File: src/rtl/adder_stim_driver.sv
// Stimulus driver and response checker for a 4-bit adder: drives a sweep or
// LFSR operand sequence, samples the sum at the end of each hold window.
module adder_stim_driver #(
  parameter int         HOLD = 2,
  parameter logic [7:0] SEED = 8'hA5
) (
  input  logic       clk,
  input  logic       rst_n,
  input  logic       start,
  input  logic       mode,
  input  logic [8:0] num_vec,
  output logic [3:0] a,
  output logic [3:0] b,
  input  logic [4:0] s,
  output logic       busy,
  output logic       done,
  output logic [8:0] vec_cnt,
  output logic [8:0] err_cnt
);

  typedef enum logic [1:0] {IDLE, DRIVE, FIN} state_e;

  localparam logic [7:0] SEED_L    = (SEED == 8'h00) ? 8'h01 : SEED;
  localparam logic [3:0] HOLD_LAST = 4'(HOLD - 1);

  state_e     state_q, state_d;
  logic [7:0] vec_q, vec_d;
  logic [3:0] hold_q, hold_d;
  logic       mode_q, mode_d;
  logic [8:0] nv_q, nv_d;
  logic [8:0] vc_q, vc_d;
  logic [8:0] ec_q, ec_d;

  logic [4:0] exp_sum;
  logic [7:0] vec_next;

  assign exp_sum  = {1'b0, vec_q[7:4]} + {1'b0, vec_q[3:0]};
  // Sweep wraps naturally at 256; LFSR taps x^8+x^6+x^5+x^4+1, shifting left.
  assign vec_next = mode_q ? {vec_q[6:0], vec_q[7] ^ vec_q[5] ^ vec_q[4] ^ vec_q[3]}
                           : vec_q + 8'd1;

  always_ff @(posedge clk) begin
    if (!rst_n) begin
      state_q <= IDLE;
      vec_q   <= 8'h00;
      hold_q  <= 4'd0;
      mode_q  <= 1'b0;
      nv_q    <= 9'd0;
      vc_q    <= 9'd0;
      ec_q    <= 9'd0;
    end else begin
      state_q <= state_d;
      vec_q   <= vec_d;
      hold_q  <= hold_d;
      mode_q  <= mode_d;
      nv_q    <= nv_d;
      vc_q    <= vc_d;
      ec_q    <= ec_d;
    end
  end

  always_comb begin
    state_d = state_q;
    vec_d   = vec_q;
    hold_d  = hold_q;
    mode_d  = mode_q;
    nv_d    = nv_q;
    vc_d    = vc_q;
    ec_d    = ec_q;
    case (state_q)
      IDLE: begin
        if (start) begin
          vc_d = 9'd0;
          ec_d = 9'd0;
          if (num_vec != 9'd0) begin
            mode_d  = mode;
            nv_d    = num_vec;
            vec_d   = mode ? SEED_L : 8'h00;
            hold_d  = 4'd0;
            state_d = DRIVE;
          end else begin
            state_d = FIN;
          end
        end
      end
      DRIVE: begin
        if (hold_q == HOLD_LAST) begin
          if (s != exp_sum && ec_q != 9'd511) ec_d = ec_q + 9'd1;
          vc_d = vc_q + 9'd1;
          if ({1'b0, vc_q} + 10'd1 == {1'b0, nv_q}) begin
            state_d = FIN;
          end else begin
            vec_d  = vec_next;
            hold_d = 4'd0;
          end
        end else begin
          hold_d = hold_q + 4'd1;
        end
      end
      FIN:     state_d = IDLE;
      default: state_d = IDLE;
    endcase
  end

  assign busy    = (state_q == DRIVE);
  assign done    = (state_q == FIN);
  assign a       = busy ? vec_q[7:4] : 4'd0;
  assign b       = busy ? vec_q[3:0] : 4'd0;
  assign vec_cnt = vc_q;
  assign err_cnt = ec_q;

endmodule

File: config.mk
export PLATFORM = sky130hd
export DESIGN_NAME = adder_stim_driver
export DESIGN_NICKNAME = d
export VERILOG_FILES = /design/src/rtl/adder_stim_driver.sv
export SDC_FILE = /design/constraint.sdc
export NUM_CORES = 1
export LEC_CHECK = 0
export ABC_AREA = 1
export BUFFER_PORTS_ARGS = -buffer_cell sky130_fd_sc_hd__buf_2
export CAP_MARGIN = 20
export CORE_MARGIN = 4
export CORE_UTILIZATION = 43
export DETAILED_ROUTE_END_ITERATION = 6
export PLACE_DENSITY = 0.66
export SYNTH_ARGS = -nofsm -noshare
export SYNTH_HDL_FRONTEND = slang
export SYNTH_SLANG_ARGS = --single-unit
File: constraint.sdc
create_clock -name clk -period 2.09 [get_ports clk]
set_input_delay 0.209 -clock clk [delete_from_list [all_inputs] [get_ports clk]]
set_output_delay 0.209 -clock clk [all_outputs]
set_load 0.01 [all_outputs]
==> results of run 1 <==
[timing repair]
item,CTS,global route
endpoints found under the setup margin,9,17
cloned,0,1
pin swaps,1,17
gates resized for setup,4,25
hold endpoints to repair,0,0
[where the power goes]
group	total (mW)	internal (mW)	switching, mW	leakage [nW]
Sequential	0.916	0.859	0.0564	0.346
Clock	0.645	0.358	0.287	0.0524
Combinational	0.658	0.260	0.398	1.12
[worst min path at each step]
stage / startpoint / slack, ns / end / cells after the start
2_1_floorplan: rst_n / 0.35 / nv_q[0] / 2
3_3_place_gp: nv_q[1] / 0.45 / nv_q[1] / 2
3_5_place_dp: nv_q[1] / 0.45 / nv_q[1] / 2
4_1_cts: num_vec[7] / 0.21 / nv_q[7] / 3
5_1_grt: num_vec[4] / 0.24 / nv_q[4] / 3
6_report: num_vec[3] / 0.22 / nv_q[3] / 3
[flip-flops by register name (all words and copies together), names as in the netlist]
name     count
nv_q         9
vec_cnt      9
mode_q       1
hold_q       4
err_cnt      9
state_q      2
vec_q        8
[per-layer routing]
metal | wire, microns | global-route usage | vias to the layer above
li1 | - | - | 1498
met1 | 3400 | 0.268 | 1309
met2 | 3450 | 0.327 | 69
met5 | 0 | 0 | -
met4 | 103 | 0.0659 | 0
met3 | 416 | 0.0326 | 8
[cells by family after synthesis]
logic type               share of synthesized area
AO/OA/AOI/OAI                                0.125
buffers and inverters                       0.0819
adder cells (fa/ha/maj)                     0.0525
AND/OR/NAND/NOR                              0.373
XOR/XNOR                                    0.0633
flip-flops                                   0.304
[final cells by class]
type                            count  area (sq um)
Clock buffer                        7          76.3
Inverter                           45           171
Sequential cell                    42           848
Multi-Input combinational cell    323          1790
Tap cell                           75          93.8
Clock inverter                      1          30.0
Fill cell                         634          2690
Timing Repair Buffer               67           398
[synthesized netlist by cell type, drive strengths merged (2+ instances only)]
library cell	instances
dfxtp	42
clkbuf	8
nand2	94
a31oi	2
ha	10
nor3	5
o21ai	20
buf	4
nand3	47
nand4	9
nor2	67
xnor2	9
inv	45
xor2	11
a21oi	40
[metrics by stage]
step	cells	setup TNS [ns]	setup slack, ns	total power, mW	utilization
final	560	0	0.0486	2.22	0.559
after global routing	560	-0.813	-0.104	2.36	0.559
after CTS	559	0	0.00216	2.21	0.544
after detailed placement	551	-0.348	-0.0482	1.55	0.524
after global placement	551	0	0.00979	1.54	0.524
after floorplan	421	0	0.0397	1.36	-
[worst min-delay path: cells and delay by family]
family                 cells  cell delay [ns]
AOI/OAI and AO/OA          2             0.19
buffers and inverters      1             0.09
[cells in the final DEF (no fill, tap or decap)]
master	n
nand2_1	81
nor2_1	57
buf_2	45
inv_1	43
nand3_1	39
a21oi_1	37
dfxtp_1	36
o21ai_0	20
buf_4	20
xor2_1	11
nand2_2	11
xnor2_1	9
nand4_1	9
nand3_2	8
ha_1	8
dfxtp_2	6
nor2_2	5
nor2_4	5
nor3_1	5
clkbuf_8	5
nand2_4	3
a21oi_2	3
a31oi_1	2
ha_4	2
clkbuf_1	2
buf_6	2
o21bai_2	1
inv_2	1
nand3b_1	1
nor4_1	1
o31ai_1	1
a211oi_1	1
inv_4	1
a22oi_1	1
nor3b_1	1
fa_2	1
bufinv_16	1
==> results by group, run 1 <==
Finish
  • Cell area after layout: ~0.0034 sq mm
  • Fraction of layout instances using a drive strength above 1: 0.247
  • Area Overhead vs Synth: 23.2%
  • Net total in the final layout: roughly 510
  • N_diodes: 0

Floorplanning
  • Die Ht: just under 90 microns
  • Die width: about 88 microns
  • Die ar.: ~0.008 sq mm
  • Initial Util: 0.454
  • Number of I/O pins: 46
  • Row cnt: 28
  • Core box area: slightly above 0.006 sq mm

Hold path
  • Min-delay worst type: input port to register

STA
  • Slew Viols, Final: 0
  • Rel. slew slack: 0.500
  • Clock skew: between 0.005 and 0.006 ns
  • Fmax: between 0.4 and 0.5 GHz
  • # setup viols final: 0
  • Fin Hold WS: about 0.22 ns
  • Fin crit share: 0.977
  • Minimum period implied by the final worst setup slack: slightly above 2 ns
  • RSZ-0062 raised after global routing: yes
  • Final hold violations: 0
  • Worst Tran Pin Value: between 0.7 and 0.8 ns

Critical path
  • Critical path's top delay family: adder cells
  • Crit path buf inv count: 1
  • Reg2reg end: err_cnt[0]
  • Worst Path Required: approximately 2.2 ns
  • R2R cell count: 12
  • Crit path largest cell delay: around 0.36 ns
  • Critical Path Sink: err_cnt[0]
  • Crit-path max FO: 5
  • Setup crit end kind: register
  • Crit-path most repeated cell: nand2_1
  • Crit path depth: 12
  • Reg-to-reg slack, setup: approximately 0.05 ns
  • Critical Path, Cell by Cell: ha_4 > fa_2 > nand2_1 > nand2_1 > a21oi_2 > xor2_1 > nand3_2 > nand2_2 > nand2_4 > buf_6 > nand4_1 > a21oi_1
  • Startpoint type of the worst setup path: register
  • Slowest-stage cell, CP: fa_2
  • Worst r2r src: vec_q[0]
  • Critical Path Start: vec_q[0]
  • Critical path class: register to register
  • Arrival @ worst endpoint: about 2.2 ns

Clocking
  • Clk slew on worst S/H paths: roughly 0.080 ns
  • Max clock buf depth: 2
  • Number of CTS-inserted buffers: 5
  • CTS H-tree depth: 2
  • Setup Buffers After CTS: 0
  • CTS tree: yes
  • Clk_lat worst skew: around 0.30 ns
  • Total clock sinks: 42
  • Clk root buf: clkbuf_8
  • Post-CTS Hold Buffers: 0

Routing
  • Starting DRT DRC Count: 150
  • Via density: between 5 and 6
  • Total wire length: between 7 and 8 mm
  • Initial DRT Pass Iterations: 4
  • Routed Antenna Nets: 0
  • Wirelength per Cell: about 13 microns
  • Via Count: 2,884
  • DRC errors left: 0

Synth
  • Flops & latches, synth: 42
  • Post-synth EDFFs: 0
  • Syn avg cell area: ~6.6 sq um
  • Register area share after synthesis: 0.304
  • Post-synth top area cell: dfxtp_1
  • Distinct cells, synth: 32
  • Area contributors post-synth: dfxtp_1 30%, nand2_1 12%, nand3_1 8.0%
  • Post-synthesis cell count: ~420
  • Mapped Nets: 450
  • Yosys top cell area share: 0.304
  • Commonest register cell after synthesis: dfxtp_1
  • Mapped cell area: between 0.002 and 0.003 sq mm
  • Post-synth ARST share: 0
  • Yosys warns: 0

Place
  • Detailed placer's ending HPWL: ~5.4 mm
  • DP Area: ~0.0032 sq mm
  • Gpl congestion: roughly 0.87
  • Input/output buffers: 45

GRT
  • Vias in the first global route: roughly 2,700
  • GRT Overall Usage: 0.200
  • Largest net degree at the start of global routing: 22
  • Initial antenna violation count: 0
  • Grt total ovfl: 0
  • First-pass GRT wire length: between 10 and 15 mm

Power and ir drop
  • Leak: between 1.5 and 2 nW
  • Pwr dens: 651 mW/mm^2
  • Peak VDD IR: about 0.48 mV

Flow run
  • Max cap viols: 0

Run status
  • Status: finished, final reports clean
(Power assumes the default switching activity.)
==> inputs of run 2 (changes only) <==
- SETUP_SLACK_MARGIN: unset -> 0.15
==> run 2 against run 1 <==
Compared with the run above: combinational power rose by 6.2%; clock skew rose by 0.0030 ns; via count rose by 2.0%; sequential cell count did not move; utilization rose by 1.1 points; fmax rose by 0.11%; worst hold slack got worse by 0.0058 ns; non-clock buffer count rose by 6; first-iteration DRC count fell by 11%; count of clock-buffer cells in the layout fell by 1; global-route usage rose by 0.59 points; final area rose by 2.0%.
==> results by group, run 2 (same netlist as run 1, synthesis figures left out) <==
Run status
  • Status: finished, final reports clean (unchanged)

Finish
  • Net total in the final layout: 520 (was 513)
  • Commonest non-fill, non-tap cell in the layout: nand2_1 (unchanged)
  • Filler instances: 638 (was 634)
  • Post-Layout Cell Count: 567 (was 560)
  • Area Overhead vs Synth: 25.7% (was 23.2%)
  • Fraction of layout instances using a drive strength above 1: 0.270 (was 0.247)
  • N_diodes: 0 (unchanged)
  • Util after Layout: 0.570 (was 0.559)
  • Commonest non-fill, non-tap cells in the layout: 78 x nand2_1, 58 x nor2_1, 45 x buf_2, 42 x inv_1, 41 x nand3_1 (was 81 x nand2_1, 57 x nor2_1, 45 x buf_2, 43 x inv_1, 39 x nand3_1)

Critical path
  • Reg-to-reg slack, setup: 0.05 ns (about the same)
  • Slowest-stage cell, CP: dfxtp_2 (was fa_2)
  • Critical Path, Cell by Cell: ha_4 > fa_2 > nand2_1 > nand2_1 > a21oi_2 > xor2_1 > nand3_2 > nand2_4 > nand2_8 > nand2_4 > nand2_1 > a21oi_1 (was ha_4 > fa_2 > nand2_1 > nand2_1 > a21oi_2 > xor2_1 > nand3_2 > nand2_2 > nand2_4 > buf_6 > nand4_1 > a21oi_1)
  • Critical path class: register to register (unchanged)
  • Startpoint type of the worst setup path: register (unchanged)
  • Setup crit end kind: register (unchanged)
  • Arrival @ worst endpoint: 2.26 ns (was 2.20 ns)
  • Reg2reg end: err_cnt[0] (unchanged)
  • Worst r2r src: vec_q[0] (unchanged)
  • Crit-path max FO: 6 (was 5)
  • Worst Path Required: 2.31 ns (was 2.24 ns)
  • R2R cell count: 12 (unchanged)
  • Crit path largest cell delay: 0.34 ns (was 0.36 ns)
  • Crit-path most repeated cell: nand2_1 (unchanged)

Power and ir drop
  • Leak: 1.55 nW (was 1.52 nW)
  • P_int: 1.41 mW (was 1.48 mW)
  • Total Power: 2.17 mW (was 2.22 mW)
  • Reg power frac: 0.418 (was 0.413)
  • Pwr dens: 625 mW/mm^2 (was 651 mW/mm^2)
  • Combinational share of power: 0.322 (was 0.296)
  • Sw Share: 0.353 (was 0.334)
  • Clock Power Share: 0.260 (was 0.291)
  • Sw Pwr: 768 uW (was 742 uW)
  • Peak VDD IR: 0.356 mV (was 0.483 mV)

GRT
  • Vias in the first global route: 2,768 (was 2,664)
  • Initial antenna violation count: 0 (unchanged)
  • Largest net degree at the start of global routing: 22 (unchanged)
  • Grt total ovfl: 0 (unchanged)
  • GRT Overall Usage: 0.205 (was 0.200)
  • First-pass GRT wire length: 12.8 mm (was 12.3 mm)

Floorplanning
  • Row cnt: 28 (unchanged)
  • Core box area: 0.00610 sq mm (unchanged)
  • Die Ht: 88.2 microns (unchanged)
  • Die ar.: 0.00778 sq mm (unchanged)
  • Initial Util: 0.454 (unchanged)
  • Number of I/O pins: 46 (unchanged)
  • Die width: 88.2 microns (unchanged)

Routing
  • Starting DRT DRC Count: 134 (was 150)
  • Via Count: 2,943 (was 2,884)
  • Routed Antenna Nets: 0 (unchanged)
  • Wirelength per Cell: 13.6 microns (was 13.2 microns)
  • Initial DRT Pass Iterations: 4 (unchanged)
  • Total wire length: 7.69 mm (was 7.37 mm)
  • DRC errors left: 0 (unchanged)
  • Via density: 5.19 (was 5.15)

Hold path
  • WHS Endpoint: nv_q[8] (was nv_q[3])
  • Min-delay worst type: input port to register (unchanged)
  • Worst Hold Depth: 3 (unchanged)
  • Hold Crit Start: num_vec[8] (was num_vec[3])

Clocking
  • CTS tree: yes (unchanged)
  • Max clock buf depth: 2 (unchanged)
  • Clk root buf: clkbuf_8 (unchanged)
  • Clk slew on worst S/H paths: 0.09 ns (was 0.08 ns)
  • Clk_lat worst skew: 0.30 ns (about the same)
  • Total clock sinks: 42 (unchanged)
  • CTS H-tree depth: 2 (unchanged)
  • Number of CTS-inserted buffers: 5 (unchanged)

STA
  • Minimum period implied by the final worst setup slack: 2.04 ns (about the same)
  • Worst Tran Pin Value: 0.769 ns (was 0.749 ns)
  • Fin crit share: 0.976 (was 0.977)
  • Final hold violations: 0 (unchanged)
  • Slew Viols, Final: 0 (unchanged)
  • Clock skew: 0.00815 ns (was 0.00517 ns)
  • RSZ-0062 raised after global routing: yes (unchanged)
  • Fin Hold WS: 0.213 ns (was 0.219 ns)
  • Rel. slew slack: 0.486 (was 0.500)
  • Fmax: 0.490 GHz (about the same)
  • TNS Setup: 0 ns (unchanged)
  • # setup viols final: 0 (unchanged)

Flow run
  • Max cap viols: 0 (unchanged)

Place
  • Gpl congestion: 0.873 (was 0.868)
  • Input/output buffers: 45 (unchanged)
  • Detailed placer's ending HPWL: 5.63 mm (was 5.37 mm)
  • Post-Place Cells: 552 (was 551)
==> run 2: cell count changes in the layout (fill, tap and decap cells not counted), sizes merged <==
cell,change
nand2,+1
bufinv,-1
clkbuf,-1
buf,+6
clkinvlp,+1
clkinv,+1
==> run 2: timing repair <==
| action | CTS | global route |
|---|---|---|
| endpoints found under the setup margin | 11 | 20 |
| pin swaps | 10 | 9 |
| buffers inserted | 1 | 4 |
| hold buffers | 0 | 0 |
| cloned | 2 | 0 |
| resized for setup | 10 | 23 |
==> run 2: worst max-delay path by stage <==
stage,start,to,cells after the start
2_1_floorplan,vec_cnt[1],vec_q[1],15
3_3_place_gp,vec_q[0],err_cnt[0],11
3_5_place_dp,vec_q[0],err_cnt[0],12
4_1_cts,vec_q[0],err_cnt[0],11
5_1_grt,vec_q[0],err_cnt[8],12
6_report,vec_q[0],err_cnt[0],12
==> run 2: cell type report <==
class / instances / area [sq um] / area share
Clock buffer: 6 / 82.6 / 0.0237
Clock inverter: 2 / 12.5 / 0.00360
Inverter: 45 / 174 / 0.0500
Multi-Input combinational cell: 324 / 1820 / 0.524
Sequential cell: 42 / 851 / 0.245
Tap cell: 75 / 93.8 / 0.0270
Timing Repair Buffer: 73 / 443 / 0.127
==> run 2: through the flow <==
step / cell area (sq um) / setup WS [ns]
after floorplan: 2790 / 0.162
after global placement: 3220 / 0.0429
after detailed placement: 3220 / -0.0521
after CTS: 3370 / 0.0721
after global routing: 3480 / -0.0984
final: 3480 / 0.0507
==> run 2: power groups by stage <==
| stage | sequential [mW] | combinational (mW) | clock, mW |
|---|---|---|---|
| after global routing | 0.919 | 0.783 | 0.612 |
| after floorplan | 0.933 | 0.431 | 0 |
| after CTS | 0.908 | 0.668 | 0.568 |
| after detailed placement | 0.922 | 0.643 | 0 |
| final | 0.910 | 0.699 | 0.565 |
| after global placement | 0.920 | 0.636 | 0 |
==> run 2: critical path: cells and delay by family, from the launching register on <==
family,cells,cell delay (ns)
AO/OA/AOI/OAI,2,0.28
XOR/XNOR,1,0.19
adder cells (fa/ha/maj),2,0.50
flip-flops,1,0.34
AND/OR/NAND/NOR,7,0.63
==> run 2: metal layers <==
| layer | track usage | wire length (microns) |
|---|---|---|
| met5 | 0 | 0 |
| met4 | 0.0495 | 90 |
| met3 | 0.0363 | 358 |
| met2 | 0.354 | 3840 |
| met1 | 0.268 | 3400 |
==> inputs of run 3 (changes only) <==
- BUFFER_PORTS_ARGS: -buffer_cell sky130_fd_sc_hd__buf_2 -> unset
- DONT_BUFFER_PORTS: unset -> 1
- PLACE_DENSITY: 0.66 -> 0.6
==> run 3 against run 2 <==
Compared with the run above: setup slack improved by 0.0091 ns; clock power rose by 42%; sequential power barely moved; highest routed layer unchanged; largest cell class unchanged; cell count fell by 6.7%; die area did not move.
==> results by group, run 3 (same netlist as run 1, synthesis figures left out) <==
Run status
  • Status: finished, final reports clean (unchanged)

Finish
  • Fraction of layout instances using a drive strength above 1: 0.236 (was 0.270)
  • Area Overhead vs Synth: 24.1% (was 25.7%)
  • Commonest non-fill, non-tap cells in the layout: 68 x nand2_1, 53 x nor2_1, 42 x inv_1, 41 x nand3_1, 37 x dfxtp_1 (was 78 x nand2_1, 58 x nor2_1, 45 x buf_2, 42 x inv_1, 41 x nand3_1)
  • N_diodes: 0 (unchanged)
  • Filler instances: 576 (was 638)
  • Net total in the final layout: 482 (was 520)
  • Commonest non-fill, non-tap cell in the layout: nand2_1 (unchanged)
  • Cell area after layout: 0.00343 sq mm (was 0.00348 sq mm)

Routing
  • Initial DRT Pass Iterations: 7 (was 4)
  • Via density: 5.25 (was 5.19)
  • Starting DRT DRC Count: 140 (was 134)
  • Routed Antenna Nets: 0 (unchanged)
  • Total wire length: 7.51 mm (was 7.69 mm)
  • Via Count: 2,775 (was 2,943)
  • DRC errors left: 0 (unchanged)
  • Wirelength per Cell: 14.2 microns (was 13.6 microns)

Hold path
  • Min-delay worst type: input port to register (unchanged)
  • Worst Hold Depth: 2 (was 3)
  • WHS Endpoint: vec_q[4] (was nv_q[8])
  • Hold Crit Start: rst_n (was num_vec[8])

GRT
  • Initial antenna violation count: 0 (unchanged)
  • M3 GR Usage: 0.0466 (was 0.0363)
  • GRT Overall Usage: 0.196 (was 0.205)
  • Grt total ovfl: 0 (unchanged)
  • Met1 Resource Use GR: 0.263 (was 0.268)
  • First-pass GRT wire length: 12.0 mm (was 12.8 mm)
  • GRT busiest layer: met2 (unchanged)
  • M2 GR Usage: 0.311 (was 0.354)
  • Largest net degree at the start of global routing: 23 (was 22)
  • Vias in the first global route: 2,488 (was 2,768)

Power and ir drop
  • Total Power: 2.43 mW (was 2.17 mW)
  • Peak VDD IR: 0.374 mV (was 0.356 mV)
  • Pwr dens: 709 mW/mm^2 (was 625 mW/mm^2)
  • Leak: 1.41 nW (was 1.55 nW)

Critical path
  • R2R cell count: 12 (unchanged)
  • Worst r2r src: vec_q[4] (was vec_q[0])
  • Critical path class: register to register (unchanged)
  • Crit-path max FO: 6 (unchanged)
  • Startpoint type of the worst setup path: register (unchanged)
  • Reg-to-reg slack, setup: 0.06 ns (was 0.05 ns)
  • Setup crit end kind: register (unchanged)
  • Worst Path Required: 2.32 ns (was 2.31 ns)
  • Reg2reg end: err_cnt[7] (was err_cnt[0])
  • Arrival @ worst endpoint: 2.26 ns (about the same)

Floorplanning
  • Core box area: 0.00610 sq mm (unchanged)
  • Die Ht: 88.2 microns (unchanged)
  • Row cnt: 28 (unchanged)
  • Number of I/O pins: 46 (unchanged)
  • Die ar.: 0.00778 sq mm (unchanged)
  • Die width: 88.2 microns (unchanged)
  • Initial Util: 0.454 (unchanged)

Clocking
  • Number of CTS-inserted buffers: 5 (unchanged)
  • CTS H-tree depth: 2 (unchanged)
  • Clk slew on worst S/H paths: 0.09 ns (about the same)
  • Max clock buf depth: 2 (unchanged)
  • Post-CTS Hold Buffers: 0 (unchanged)
  • Clk_lat worst skew: 0.30 ns (about the same)
  • Clk root buf: clkbuf_8 (unchanged)
  • Total clock sinks: 42 (unchanged)
  • CTS tree: yes (unchanged)

STA
  • # setup viols final: 0 (unchanged)
  • Minimum period implied by the final worst setup slack: 2.03 ns (was 2.04 ns)
  • Final hold violations: 0 (unchanged)
  • Worst Tran Pin Value: 0.771 ns (was 0.769 ns)
  • Clock skew: 0.00811 ns (was 0.00815 ns)
  • TNS Setup: 0 ns (unchanged)
  • Fin crit share: 0.971 (was 0.976)
  • RSZ-0062 raised after global routing: yes (unchanged)
  • Rel. slew slack: 0.485 (was 0.486)
  • Slew Viols, Final: 0 (unchanged)
  • Fmax: 0.493 GHz (was 0.490 GHz)

Place
  • Input/output buffers: 0 (was 45)
  • Gpl congestion: 0.845 (was 0.873)
  • DP Area: 0.00303 sq mm (was 0.00322 sq mm)
  • Detailed placer's ending HPWL: 5.29 mm (was 5.63 mm)

Flow run
  • Max cap viols: 0 (unchanged)
-- run 3: cell count changes in the layout (fill, tap and decap cells not counted), moves of 5 or more --
cell and delta:
nand2_2 +6, nand2_1 -10, nor2_1 -5, buf_4 +8, buf_2 -45
-- run 3: worst max-delay path by stage --
stage                     slack (ns)  startpoint  cells after the start         end
after floorplan                 0.16  vec_cnt[1]                     15    vec_q[1]
after global placement          0.01    vec_q[0]                     11  err_cnt[8]
after detailed placement       -0.08    vec_q[0]                     12  err_cnt[8]
after CTS                       0.03    vec_q[4]                     11  err_cnt[7]
after global routing           -0.04    vec_q[4]                     12  err_cnt[5]
final                           0.06    vec_q[4]                     12  err_cnt[7]
-- run 3: report_power, final --
group	switching, mW	internal [mW]
clock network	0.293	0.510
registers	0.0516	0.859
logic	0.439	0.280
total	0.783	1.65
-- run 3: per-layer routing --
metal | vias to the layer above | part of all wire
met4 | 0 | 0.016
li1 | 1437 | -
met2 | 76 | 0.48
met1 | 1253 | 0.44
met3 | 9 | 0.071
met5 | - | 0
-- run 3: area by class of cell --
type                    instances  area [sq um]  share of cell area
clock inverters                 2          60.1              0.0175
well taps                      75          93.8              0.0273
repair inverters                1          11.3             0.00328
repair buffers                 34           255              0.0744
flip-flops and latches         42           847               0.247
multi-input cells             324          1900               0.553
inverters                      45           185              0.0540
clock buffers                   6          82.6              0.0241
-- run 3: worst max-delay path: stages (launching register included) --
cell and delay (ns):
dfxtp_2 0.34, ha_4 0.16, fa_2 0.36, nand2_2 0.09
nand2_2 0.05, a21oi_2 0.13, xor2_1 0.19, nand3_2 0.15
nand2_4 0.13, nand2_8 0.09, nand2_8 0.09, nand2_2 0.05
a21oi_2 0.13
-- run 3: per-stage QoR --
step            util  instances  setup WS [ns]  hold WS, ns
6_report       0.563        529         0.0598       0.0190
5_1_grt        0.563        529        -0.0355       0.0108
4_1_cts        0.533        522         0.0296       0.0123
3_5_place_dp   0.497        512        -0.0757        0.338
3_3_place_gp   0.497        512         0.0125        0.337
2_1_floorplan      -        421          0.162        0.347
-- run 3: repair_timing --
item / CTS / global route
gates cloned: 2 / 1
setup endpoints to repair: 9 / 23
resized for setup: 12 / 41
pin swaps: 14 / 13
buffers inserted: 0 / 6
